**config.mk**
```make
export PLATFORM = sky130hd
export DESIGN_NAME = adc_capture_ctl_flat
export DESIGN_NICKNAME = d
export VERILOG_FILES = /design/src/rtl/adc_capture_ctl_if.sv /design/src/rtl/adc_capture_ctl.sv /design/src/flat_wrapper.sv
export SDC_FILE = /design/constraint.sdc
export NUM_CORES = 1
export LEC_CHECK = 0
export CORE_ASPECT_RATIO = 1.4
export CORE_UTILIZATION = 45
export CTS_BUF_LIST = sky130_fd_sc_hd__clkbuf_2
export CTS_CLUSTER_SIZE = 28
export DETAILED_ROUTE_END_ITERATION = 10
export PLACE_DENSITY = 0.8
export SLEW_MARGIN = 0
export SYNTH_ARGS = -nofsm -noshare
export SYNTH_HDL_FRONTEND = slang
export SYNTH_SLANG_ARGS = --single-unit
```
**constraint.sdc**
```tcl
create_clock -name clk -period 3.73 [get_ports clk]
set_input_delay 0.5595 -clock clk [delete_from_list [all_inputs] [get_ports clk]]
set_output_delay 0.5595 -clock clk [all_outputs]
set_load 0.1 [all_outputs]
```
**src/rtl/adc_capture_ctl_if.sv**
```systemverilog
// ---------------------------------------------------------------------------
// adc_capture_ctl_if
//   Capture RAM write port between adc_capture_ctl and the capture RAM.
//
//   Parameters
//     AW : RAM address width (depth is 2^AW words)
//     WW : RAM word width (all channels packed side by side)
//
//   Signals
//     mem_we    : one-cycle write enable
//     mem_addr  : write address
//     mem_wdata : write data, channel k in bits [(k+1)*DW-1 -: DW]
//
//   Modports
//     master : controller side, drives the write port
//     slave  : RAM side, receives the write port
// ---------------------------------------------------------------------------
interface adc_capture_ctl_if #(
    parameter int AW = 14,
    parameter int WW = 128
);
    logic          mem_we;
    logic [AW-1:0] mem_addr;
    logic [WW-1:0] mem_wdata;

    modport master (
        output mem_we,
        output mem_addr,
        output mem_wdata
    );

    modport slave (
        input mem_we,
        input mem_addr,
        input mem_wdata
    );
endinterface

```
**src/rtl/adc_capture_ctl.sv**
```systemverilog
// ---------------------------------------------------------------------------
// adc_capture_ctl
//   Multi-channel triggered capture controller for the digitizer ADC path.
//   Keeps 1 of every decim+1 valid samples, fills a pre-trigger window,
//   then writes circularly until a trigger (software or ext_trig rising
//   edge) is accepted, then fills the post-trigger window so the RAM holds
//   exactly 2^AW samples ending just before start_addr wraps round.
//
//   Parameters
//     NCH : number of ADC channels
//     DW  : bits per channel sample
//     AW  : capture depth is 2^AW samples per channel
//     CW  : decimation counter width
//
//   Ports
//     clk, rst_n    : ADC-domain clock, asynchronous active-low reset
//     adc_data      : packed channel samples, channel k at [(k+1)*DW-1 -: DW]
//     adc_valid     : adc_data qualifier
//     chan_mask     : 1 = channel stored, 0 = stored as zero (live)
//     decim         : decimation ratio minus one, latched at arm
//     pretrig       : pre-trigger sample count, latched at arm
//     auto_rearm    : restart a new capture after each completed one
//     arm           : single-cycle start / abort-and-restart
//     force_trig    : single-cycle software trigger
//     ext_trig      : external trigger level, rising edge triggers
//     mem           : RAM write port (master modport)
//     state         : 0 IDLE, 1 FILL, 2 ARMED, 3 POST, 4 DONE
//     done          : capture complete level, cleared by arm
//     done_stb      : one-cycle pulse per completed capture
//     trig_addr     : RAM address of the trigger sample
//     start_addr    : RAM address of the oldest sample of the capture
//     capture_count : completed captures, wraps at 2^16
// ---------------------------------------------------------------------------
module adc_capture_ctl #(
    parameter int NCH = 8,
    parameter int DW  = 16,
    parameter int AW  = 14,
    parameter int CW  = 10
) (
    input  logic                  clk,
    input  logic                  rst_n,
    input  logic [NCH*DW-1:0]     adc_data,
    input  logic                  adc_valid,
    input  logic [NCH-1:0]        chan_mask,
    input  logic [CW-1:0]         decim,
    input  logic [AW-1:0]         pretrig,
    input  logic                  auto_rearm,
    input  logic                  arm,
    input  logic                  force_trig,
    input  logic                  ext_trig,
    adc_capture_ctl_if.master     mem,
    output logic [2:0]            state,
    output logic                  done,
    output logic                  done_stb,
    output logic [AW-1:0]         trig_addr,
    output logic [AW-1:0]         start_addr,
    output logic [15:0]           capture_count
);

    typedef enum logic [2:0] {
        ST_IDLE  = 3'd0,
        ST_FILL  = 3'd1,
        ST_ARMED = 3'd2,
        ST_POST  = 3'd3,
        ST_DONE  = 3'd4
    } state_t;

    // Zero the channels whose mask bit is clear.
    function automatic logic [NCH*DW-1:0] mask_data(
        input logic [NCH*DW-1:0] data,
        input logic [NCH-1:0]    mask
    );
        logic [NCH*DW-1:0] res;
        res = '0;
        for (int k = 0; k < NCH; k++) begin
            res[k*DW +: DW] = mask[k] ? data[k*DW +: DW] : '0;
        end
        return res;
    endfunction

    // -----------------------------------------------------------------------
    // State and register declarations
    // -----------------------------------------------------------------------
    state_t              state_q,        state_d;
    logic [CW-1:0]       dcnt_q,         dcnt_d;
    logic [CW-1:0]       decim_r_q,      decim_r_d;
    logic [AW-1:0]       pretrig_r_q,    pretrig_r_d;
    logic [AW-1:0]       wptr_q,         wptr_d;
    logic [AW-1:0]       fill_cnt_q,     fill_cnt_d;
    logic [AW:0]         post_cnt_q,     post_cnt_d;
    logic                trig_pend_q,    trig_pend_d;
    logic                ext_trig_d_q,   ext_trig_d_d;
    logic                done_q,         done_d;
    logic                done_stb_q,     done_stb_d;
    logic [AW-1:0]       trig_addr_q,    trig_addr_d;
    logic [AW-1:0]       start_addr_q,   start_addr_d;
    logic [15:0]         capture_count_q, capture_count_d;
    logic                mem_we_q,       mem_we_d;
    logic [AW-1:0]       mem_addr_q,     mem_addr_d;
    logic [NCH*DW-1:0]   mem_wdata_q,    mem_wdata_d;

    logic                strobe;
    logic                trig_now;
    logic                in_write_state;
    logic [AW-1:0]       fill_nxt;
    logic [AW:0]         post_nxt;
    logic [AW:0]         post_len;

    assign strobe   = adc_valid && (dcnt_q == '0);
    // Edge detector runs in every state; only ARMED acts on it.
    assign trig_now = force_trig || (ext_trig && !ext_trig_d_q);

    assign in_write_state = (state_q == ST_FILL) || (state_q == ST_ARMED) ||
                            (state_q == ST_POST);

    assign fill_nxt = fill_cnt_q + AW'(1);
    assign post_nxt = post_cnt_q + (AW+1)'(1);
    // Post-trigger length includes the trigger sample itself.
    assign post_len = {1'b1, {AW{1'b0}}} - {1'b0, pretrig_r_q};

    // -----------------------------------------------------------------------
    // Next-state / output logic
    // -----------------------------------------------------------------------
    always_comb begin
        state_d         = state_q;
        dcnt_d          = dcnt_q;
        decim_r_d       = decim_r_q;
        pretrig_r_d     = pretrig_r_q;
        wptr_d          = wptr_q;
        fill_cnt_d      = fill_cnt_q;
        post_cnt_d      = post_cnt_q;
        trig_pend_d     = trig_pend_q;
        ext_trig_d_d    = ext_trig;
        done_d          = done_q;
        done_stb_d      = 1'b0;
        trig_addr_d     = trig_addr_q;
        start_addr_d    = start_addr_q;
        capture_count_d = capture_count_q;
        mem_we_d        = 1'b0;
        mem_addr_d      = mem_addr_q;
        mem_wdata_d     = mem_wdata_q;

        if (adc_valid) begin
            dcnt_d = (dcnt_q == decim_r_q) ? '0 : dcnt_q + CW'(1);
        end

        if (arm) begin
            // arm overrides everything in its cycle: no write, trigger dropped.
            decim_r_d   = decim;
            pretrig_r_d = pretrig;
            done_d      = 1'b0;
            wptr_d      = '0;
            dcnt_d      = '0;
            fill_cnt_d  = '0;
            post_cnt_d  = '0;
            trig_pend_d = 1'b0;
            state_d     = (pretrig == '0) ? ST_ARMED : ST_FILL;
        end else begin
            if (strobe && in_write_state) begin
                mem_we_d    = 1'b1;
                mem_addr_d  = wptr_q;
                mem_wdata_d = mask_data(adc_data, chan_mask);
                wptr_d      = wptr_q + AW'(1);
            end

            unique case (state_q)
                ST_FILL: begin
                    if (strobe) begin
                        fill_cnt_d = fill_nxt;
                        if (fill_nxt == pretrig_r_q) begin
                            state_d = ST_ARMED;
                        end
                    end
                end

                ST_ARMED: begin
                    if (strobe && (trig_pend_q || trig_now)) begin
                        trig_addr_d  = wptr_q;
                        start_addr_d = wptr_q - pretrig_r_q;
                        trig_pend_d  = 1'b0;
                        post_cnt_d   = (AW+1)'(1);
                        if (post_len == (AW+1)'(1)) begin
                            // Maximum pretrig: trigger sample is the last one.
                            state_d         = ST_DONE;
                            done_d          = 1'b1;
                            done_stb_d      = 1'b1;
                            capture_count_d = capture_count_q + 16'd1;
                        end else begin
                            state_d = ST_POST;
                        end
                    end else if (trig_now) begin
                        trig_pend_d = 1'b1;
                    end
                end

                ST_POST: begin
                    if (strobe) begin
                        post_cnt_d = post_nxt;
                        if (post_nxt == post_len) begin
                            state_d         = ST_DONE;
                            done_d          = 1'b1;
                            done_stb_d      = 1'b1;
                            capture_count_d = capture_count_q + 16'd1;
                        end
                    end
                end

                ST_DONE: begin
                    if (auto_rearm) begin
                        // Restart with the latched settings; done stays set.
                        wptr_d      = '0;
                        dcnt_d      = '0;
                        fill_cnt_d  = '0;
                        post_cnt_d  = '0;
                        trig_pend_d = 1'b0;
                        state_d     = (pretrig_r_q == '0) ? ST_ARMED : ST_FILL;
                    end else begin
                        state_d = ST_IDLE;
                    end
                end

                default: begin
                    state_d = state_q;
                end
            endcase
        end
    end

    // -----------------------------------------------------------------------
    // Register stage
    // -----------------------------------------------------------------------
    always_ff @(posedge clk or negedge rst_n) begin
        if (!rst_n) begin
            state_q         <= ST_IDLE;
            dcnt_q          <= '0;
            decim_r_q       <= '0;
            pretrig_r_q     <= '0;
            wptr_q          <= '0;
            fill_cnt_q      <= '0;
            post_cnt_q      <= '0;
            trig_pend_q     <= 1'b0;
            ext_trig_d_q    <= 1'b0;
            done_q          <= 1'b0;
            done_stb_q      <= 1'b0;
            trig_addr_q     <= '0;
            start_addr_q    <= '0;
            capture_count_q <= '0;
            mem_we_q        <= 1'b0;
            mem_addr_q      <= '0;
            mem_wdata_q     <= '0;
        end else begin
            state_q         <= state_d;
            dcnt_q          <= dcnt_d;
            decim_r_q       <= decim_r_d;
            pretrig_r_q     <= pretrig_r_d;
            wptr_q          <= wptr_d;
            fill_cnt_q      <= fill_cnt_d;
            post_cnt_q      <= post_cnt_d;
            trig_pend_q     <= trig_pend_d;
            ext_trig_d_q    <= ext_trig_d_d;
            done_q          <= done_d;
            done_stb_q      <= done_stb_d;
            trig_addr_q     <= trig_addr_d;
            start_addr_q    <= start_addr_d;
            capture_count_q <= capture_count_d;
            mem_we_q        <= mem_we_d;
            mem_addr_q      <= mem_addr_d;
            mem_wdata_q     <= mem_wdata_d;
        end
    end

    assign mem.mem_we    = mem_we_q;
    assign mem.mem_addr  = mem_addr_q;
    assign mem.mem_wdata = mem_wdata_q;

    assign state         = state_q;
    assign done          = done_q;
    assign done_stb      = done_stb_q;
    assign trig_addr     = trig_addr_q;
    assign start_addr    = start_addr_q;
    assign capture_count = capture_count_q;

endmodule

```
**src/flat_wrapper.sv**
```systemverilog
// flat-port wrapper written by rule: the top's interface ports become plain ports
module adc_capture_ctl_flat 
#(
    parameter int NCH = 8,
    parameter int DW  = 16,
    parameter int AW  = 14,
    parameter int CW  = 10
)
  (clk, rst_n, adc_data, adc_valid, chan_mask, decim, pretrig, auto_rearm, arm, force_trig, ext_trig, state, done, done_stb, trig_addr, start_addr, capture_count, mem_mem_we, mem_mem_addr, mem_mem_wdata);
  adc_capture_ctl_if #(.AW(AW), .WW(NCH*DW)) mem_i ();
  input  logic clk;
  input  logic rst_n;
  input  logic [NCH*DW-1:0] adc_data;
  input  logic adc_valid;
  input  logic [NCH-1:0] chan_mask;
  input  logic [CW-1:0] decim;
  input  logic [AW-1:0] pretrig;
  input  logic auto_rearm;
  input  logic arm;
  input  logic force_trig;
  input  logic ext_trig;
  output logic [2:0] state;
  output logic done;
  output logic done_stb;
  output logic [AW-1:0] trig_addr;
  output logic [AW-1:0] start_addr;
  output logic [15:0] capture_count;
  output wire logic [$bits(mem_i.mem_we)-1:0] mem_mem_we;
  output wire logic [$bits(mem_i.mem_addr)-1:0] mem_mem_addr;
  output wire logic [$bits(mem_i.mem_wdata)-1:0] mem_mem_wdata;
  assign mem_mem_we = mem_i.mem_we;
  assign mem_mem_addr = mem_i.mem_addr;
  assign mem_mem_wdata = mem_i.mem_wdata;
  adc_capture_ctl #(.NCH(NCH), .DW(DW), .AW(AW), .CW(CW)) u_core (.clk(clk), .rst_n(rst_n), .adc_data(adc_data), .adc_valid(adc_valid), .chan_mask(chan_mask), .decim(decim), .pretrig(pretrig), .auto_rearm(auto_rearm), .arm(arm), .force_trig(force_trig), .ext_trig(ext_trig), .mem(mem_i), .state(state), .done(done), .done_stb(done_stb), .trig_addr(trig_addr), .start_addr(start_addr), .capture_count(capture_count));
endmodule
```
Word level (Yosys, flattened, before mapping) --
Cells that the tools add are included.
Word-level totals: bits in registers 271, bits in latches 0, memory bits (writable) 0, ROM bits 0, output and inout port bits 192, word-level logic and storage cells 132, memories 0
Operators by class: add/sub/neg operators 7, multipliers 0, div/mod/pow operators 0, order comparisons 0, eq/ne operators 20, shifts and indexed selects 0, muxes and demuxes 61, bitwise operators 1, reductions and logical operators 26
Operator list (number):
- $mux 16 | 12
- $mux 14 | 7
- $mux 15 | 4
- $mux 10 | 5
- $pmux 15 s3 | 1
- $pmux 16 s2 | 1
- $add 14x1->14 const B | 2
- $logic_not 14->1 | 2
- $pmux 14 s2 | 1
- $mux 3 | 8
- $add 16x1->16 const B | 1
- $mux 1 | 16
- $add 15x1->15 const B | 1
- $eq 15x1->1 const B | 1
- $eq 15x15->1 | 1
- $ne 3x3->1 const B | 5
- $sub 15x14->15 const A | 1
- $eq 14x14->1 | 1
- $sub 14x14->14 | 1
- $pmux 3 s4 | 1
- $reduce_and 6->1 | 2
- $add 10x1->10 const B | 1
- $eq 10x10->1 | 1
- $logic_not 10->1 | 1
- other kinds (21) | 38

Logic depth before layout (Yosys ltp) --
depth after elaboration 8, depth in mapped cells 13, depth with buffers taken out 11

Worst setup path after synthesis --
Ideal clock, no wire load.
path kind reg2reg, start register u_core.pretrig_r_q[0], end register u_core.capture_count_q[1], in the netlist u_core.capture_count[1], data arrival time 3133 ps, required time 3601 ps, path slack 469 ps, stages on the path, launching flop included 13, path buffers 3, clock period less this slack 3261 ps, cell sequence dfrtp_1 -> clkbuf_1 -> inv_1 -> ha_1 -> or3b_1 -> clkbuf_1 -> o31a_1 -> o21a_1 -> o221a_2 -> a2bb2oi_2 -> a41oi_4 -> buf_6 -> mux2_1
On the way: word-level cells in the longest chain between the ends 4, elaborated cells between the ends (all ways) 6
Ends and longest elaborated chain:
- start: declaration | RTL line adc_capture_ctl.sv:87 | logic [AW-1:0] pretrig_r_q, pretrig_r_d;
- start signal: assignment | RTL line adc_capture_ctl.sv:255 | pretrig_r_q <= pretrig_r_d;
- $sub 15x14->15 * | RTL line adc_capture_ctl.sv:119 | assign post_len = {1'b1, {AW{1'b0}}} - {1'b0, pretrig_r_q};
- $eq 15x1->1 or $eq 15x15->1 (tied branches) | RTL line adc_capture_ctl.sv:182, adc_capture_ctl.sv:199
- $ne 2x2->1 (no source line)
- $reduce_and 6->1 (no source line) *
- end signal: assignment | RTL line adc_capture_ctl.sv:265 | capture_count_q <= capture_count_d;
- end: declaration | RTL line adc_capture_ctl.sv:97 | logic [15:0] capture_count_q, capture_count_d;
Every way passes the cells marked *; elsewhere a longest branch is shown, timed or not. A chain may end at the register's enable or synchronous reset.

Worst setup path after layout --
start register u_core.pretrig_r_q[0], end register u_core.done_q, in the netlist u_core.done
On the way: word-level cells in the longest chain between the ends 4, elaborated cells between the ends (all ways) 6
Ends and longest elaborated chain:
- $sub 15x14->15 * | RTL line adc_capture_ctl.sv:119
- $eq 15x1->1 or $eq 15x15->1 (tied branches) | RTL line adc_capture_ctl.sv:182, adc_capture_ctl.sv:199
- $ne 3x3->1 (no source line)
- $reduce_and 5->1 (no source line) *
- end signal: assignment | RTL line adc_capture_ctl.sv:261 | done_q <= done_d;
- end: declaration | RTL line adc_capture_ctl.sv:93 | logic done_q, done_d;
Marks and branches as above.

==> flow_metrics.tcl <==
set metrics [dict create \
    routed_wl_mm 41.3 \
    fin_util_pct 61.3 \
    finalCritPeriodShare_pct 90.7 \
    critical_path_arrival_ps 4180 \
    setup_tns_ps 0 \
    post_cts_buffers 0 \
    powerDensity_nw_per_um2 887 \
    swShare_pct 58.6 \
    synth_nets 1645 \
    numCtsBuffers 70 \
    synth_top_flop_cell "dfrtp_1" \
    cts.sinks 271 \
    synth.cell_area_sq_um 13400 \
    hold_buffers 1 \
    startpoint "u_core.pretrig_r_q[0]" \
    area_growth_syn_to_layout_pct 34.0 \
    cap_violations 0 \
    syn_area_per_cell_sq_um 9.19 \
    fin_skew_ps 82.9 \
    synth_xor_area_share_pct 6.54 \
    internal-power_w 0.00659 \
    dr_total_vias 12100 \
    dp.final_hpwl_mm 30.8 \
    ff2ff_setup_slack_ps 350 \
    io_pins 359 \
    synth_seq_cells 271 \
    hold_viol_final 0 \
    core_sq_um 29300 \
    htree_levels 3 \
    root_buffer "clkbuf_2" \
    drt_iter0_markers 643 \
    place_congestion 0.955 \
    cts_tree "built" \
    start_util_pct 45.7 \
    r2r-start "u_core.pretrig_r_q[0]" \
    track_usage_pct 27.3 \
    seq_area_frac_synth_pct 50.7 \
    drive_above_1_share_pct 9.64 \
    cts.path.max_buffers 3 \
    final_nets 2007 \
    reg2reg_depth 11 \
    io_buffers 358 \
    routedWlPerCell_um 18.5 \
    overflow 0 \
    drcViolationCount 0 \
    crit_path_end "u_core.done" \
    grt_pass1_wl_mm 64.4 \
    fin_crit_ps 3380 \
    p_clk_share_pct 12.6 \
    p_seq_share_pct 27.4 \
    die_w_um 148 \
    maxSlewHeadroom_pct 22.6 \
    grt_antenna_before_repair 2 \
    dieHeight_um 206 \
    clk_latency_ps 860 \
    end_kind "flip-flop" \
    placementRows 74 \
    netlist-cell-type-count 75 \
    synth_warnings 0 \
    synthMuxAreaShare_pct 2.72 \
    p_sw_w 0.00931 \
    synthCells 1456 \
    rsz0062_at_grt "no" \
    fmax_mhz 295 \
    clk_pin_slew_ps 110 \
    hold_path_class "in2reg" \
    synth_compound_area_share_pct 8.69 \
    grt_pass1_vias 12100 \
    ant_nets 0 \
    cp.required_ps 4520 \
    synth_fa_ha_area_share_pct 2.11 \
    crit_fanout 5 \
    setup_viol 0 \
    timing.hold.ws_ps 212 \
    synth-edff-count 0 \
    finalMaxSlewViolations 0 \
    startpoint_type "flip-flop" \
    postCtsResizedCells 0 \
    die_area_sq_um 30400 \
    ir_drop_mv 0.762 \
    viasPerCell 5.38 \
    tightest_slew_ps 1160 \
    async_flop_share_pct 100 \
    grt_start_max_net_pins 145 \
    synth_top_family_by_area "simple AND/OR/NAND/NOR gates" \
    drt_first_pass_iters 5 \
    synthSimpleGateAreaFrac_pct 25.5 \
    status "finished clean" \
    r2r-end "u_core.done" \
    path_class "reg2reg" \
    power_leakage_nw 8.28 \
    p_comb_share_pct 60.0 \
]
## cells by family after synthesis
kind of cell,count (synthesis)
and+or+nand+nor,727
muxes,33
adders and majority gates,22
DFF,271
buffers and inverters,124
AOI/OAI and AO/OA,179
xor gates and xnor gates,100
## flip-flops by register name, indices dropped and copies added (netlist names)
signal                cells
u_core.done               1
u_core.wptr_q            14
u_core.trig_addr         14
u_core.mem.mem_addr      14
u_core.decim_r_q         10
u_core.state              3
u_core.fill_cnt_q        14
u_core.ext_trig_d_q       1
u_core.dcnt_q            10
u_core.mem.mem_wdata    128
u_core.trig_pend_q        1
u_core.capture_count     16
u_core.pretrig_r_q       14
u_core.start_addr        14
u_core.done_stb           1
u_core.mem.mem_we         1
u_core.post_cnt_q        15
## stage by stage
stage / instance area [sq um] / instances / worst slack, ps / total power [W]
6_report: 17900 / 2239 / 346 / 0.0159
5_1_grt: 17900 / 2239 / 170 / 0.0166
4_1_cts: 17900 / 2237 / 359 / 0.0160
3_5_place_dp: 17300 / 2125 / 342 / 0.0140
3_3_place_gp: 17300 / 2125 / 428 / 0.0139
2_1_floorplan: 13400 / 1456 / 469 / 0.0114
## cells in the mapped netlist, types with 3 or more instances
cell type,number,share of area (%)
nor2b_1,9,0.42
nor2_1,68,1.9
or4_1,3,0.17
xnor2_1,58,3.8
clkbuf_1,78,2.2
o21a_1,5,0.28
dfrtp_1,271,51
buf_6,3,0.25
inv_1,31,0.87
nand2_1,370,10
a31oi_1,4,0.19
o21bai_1,3,0.17
o21ai_0,72,2.7
nor4_1,14,0.65
a21oi_1,23,0.86
mux2i_1,6,0.45
and2_1,5,0.23
or2_2,3,0.14
or3_1,11,0.51
nand3_1,156,5.8
a211oi_1,5,0.28
nand2b_1,4,0.19
o41ai_1,4,0.26
nor3_2,7,0.52
mux2_2,26,2.2
xor2_1,42,2.7
o2111ai_1,3,0.20
nor4b_1,3,0.20
ha_1,21,2.0
nand4_1,22,1.0
o31ai_1,24,1.3
nor3_1,17,0.64
nand3b_1,3,0.17
and4_1,5,0.33
buf_2,9,0.34
o211ai_1,3,0.17
a21o_1,7,0.39
a21boi_0,3,0.17
nor4_4,5,0.79
a31o_2,3,0.20
and3_1,8,0.37
## power by group through the flow
stage	clock, W	sequential, W	combinational (W)
global placement	0	0.00436	0.00949
CTS	0.00209	0.00435	0.00958
floorplan	0	0.0101	0.00129
detailed placement	0	0.00440	0.00956
global route	0.00225	0.00447	0.00987
finish	0.00201	0.00436	0.00954
## cells in the final DEF (no fill, tap or decap), drive strengths merged, types with 35 or more instances in the layout
cell type / n
dfrtp: 271
nor2: 68
xor2: 42
nand3: 156
nand2: 370
inv: 35
clkdlybuf4s50: 357
o21ai: 73
xnor2: 58
clkbuf: 91
## how the worst min path moves through the flow
stage | from | endpoint | slack, ps | cells after the start
2_1_floorplan | rst_n | u_core.capture_count[0] | 260 | 0
3_3_place_gp | u_core.mem.mem_wdata[114] | u_core.mem.mem_wdata[114] | 450 | 2
3_5_place_dp | u_core.mem.mem_wdata[112] | u_core.mem.mem_wdata[112] | 450 | 2
4_1_cts | ext_trig | u_core.ext_trig_d_q | 120 | 1
5_1_grt | ext_trig | u_core.ext_trig_d_q | 160 | 1
6_report | ext_trig | u_core.ext_trig_d_q | 210 | 1
## area by class of cell
| cell class | instances | area, sq um |
|---|---|---|
| clock buffer | 91 | 455 |
| timing repair buffer | 381 | 3850 |
| fill | 2546 | 11300 |
| tap | 380 | 475 |
| clock inverter | 20 | 131 |
| inverter | 33 | 126 |
| antenna | 2 | 5.00 |
| sequential | 271 | 6780 |
| multi-input combinational | 1061 | 6110 |
## layer usage
metal  track usage, %  wire, um  vias to the layer above
met4             10.5      1240                        0
met5                0         0                        -
met3             8.04      3350                       92
li1                 -         -                     5718
met2             48.3     21100                      492
met1             30.8     15600                     5750
## worst max-delay path: stages, from the launching register on
cell	delay (ps)
dfrtp_1	400
inv_1	100
ha_1	240
or3b_1	460
buf_4	190
nor3_1	260
mux2i_1	310
o211ai_1	150
nor4b_1	460
o21ai_0	210
or3b_1	410
a21oi_1	140
No activity file was read; power rests on OpenSTA's default activity.
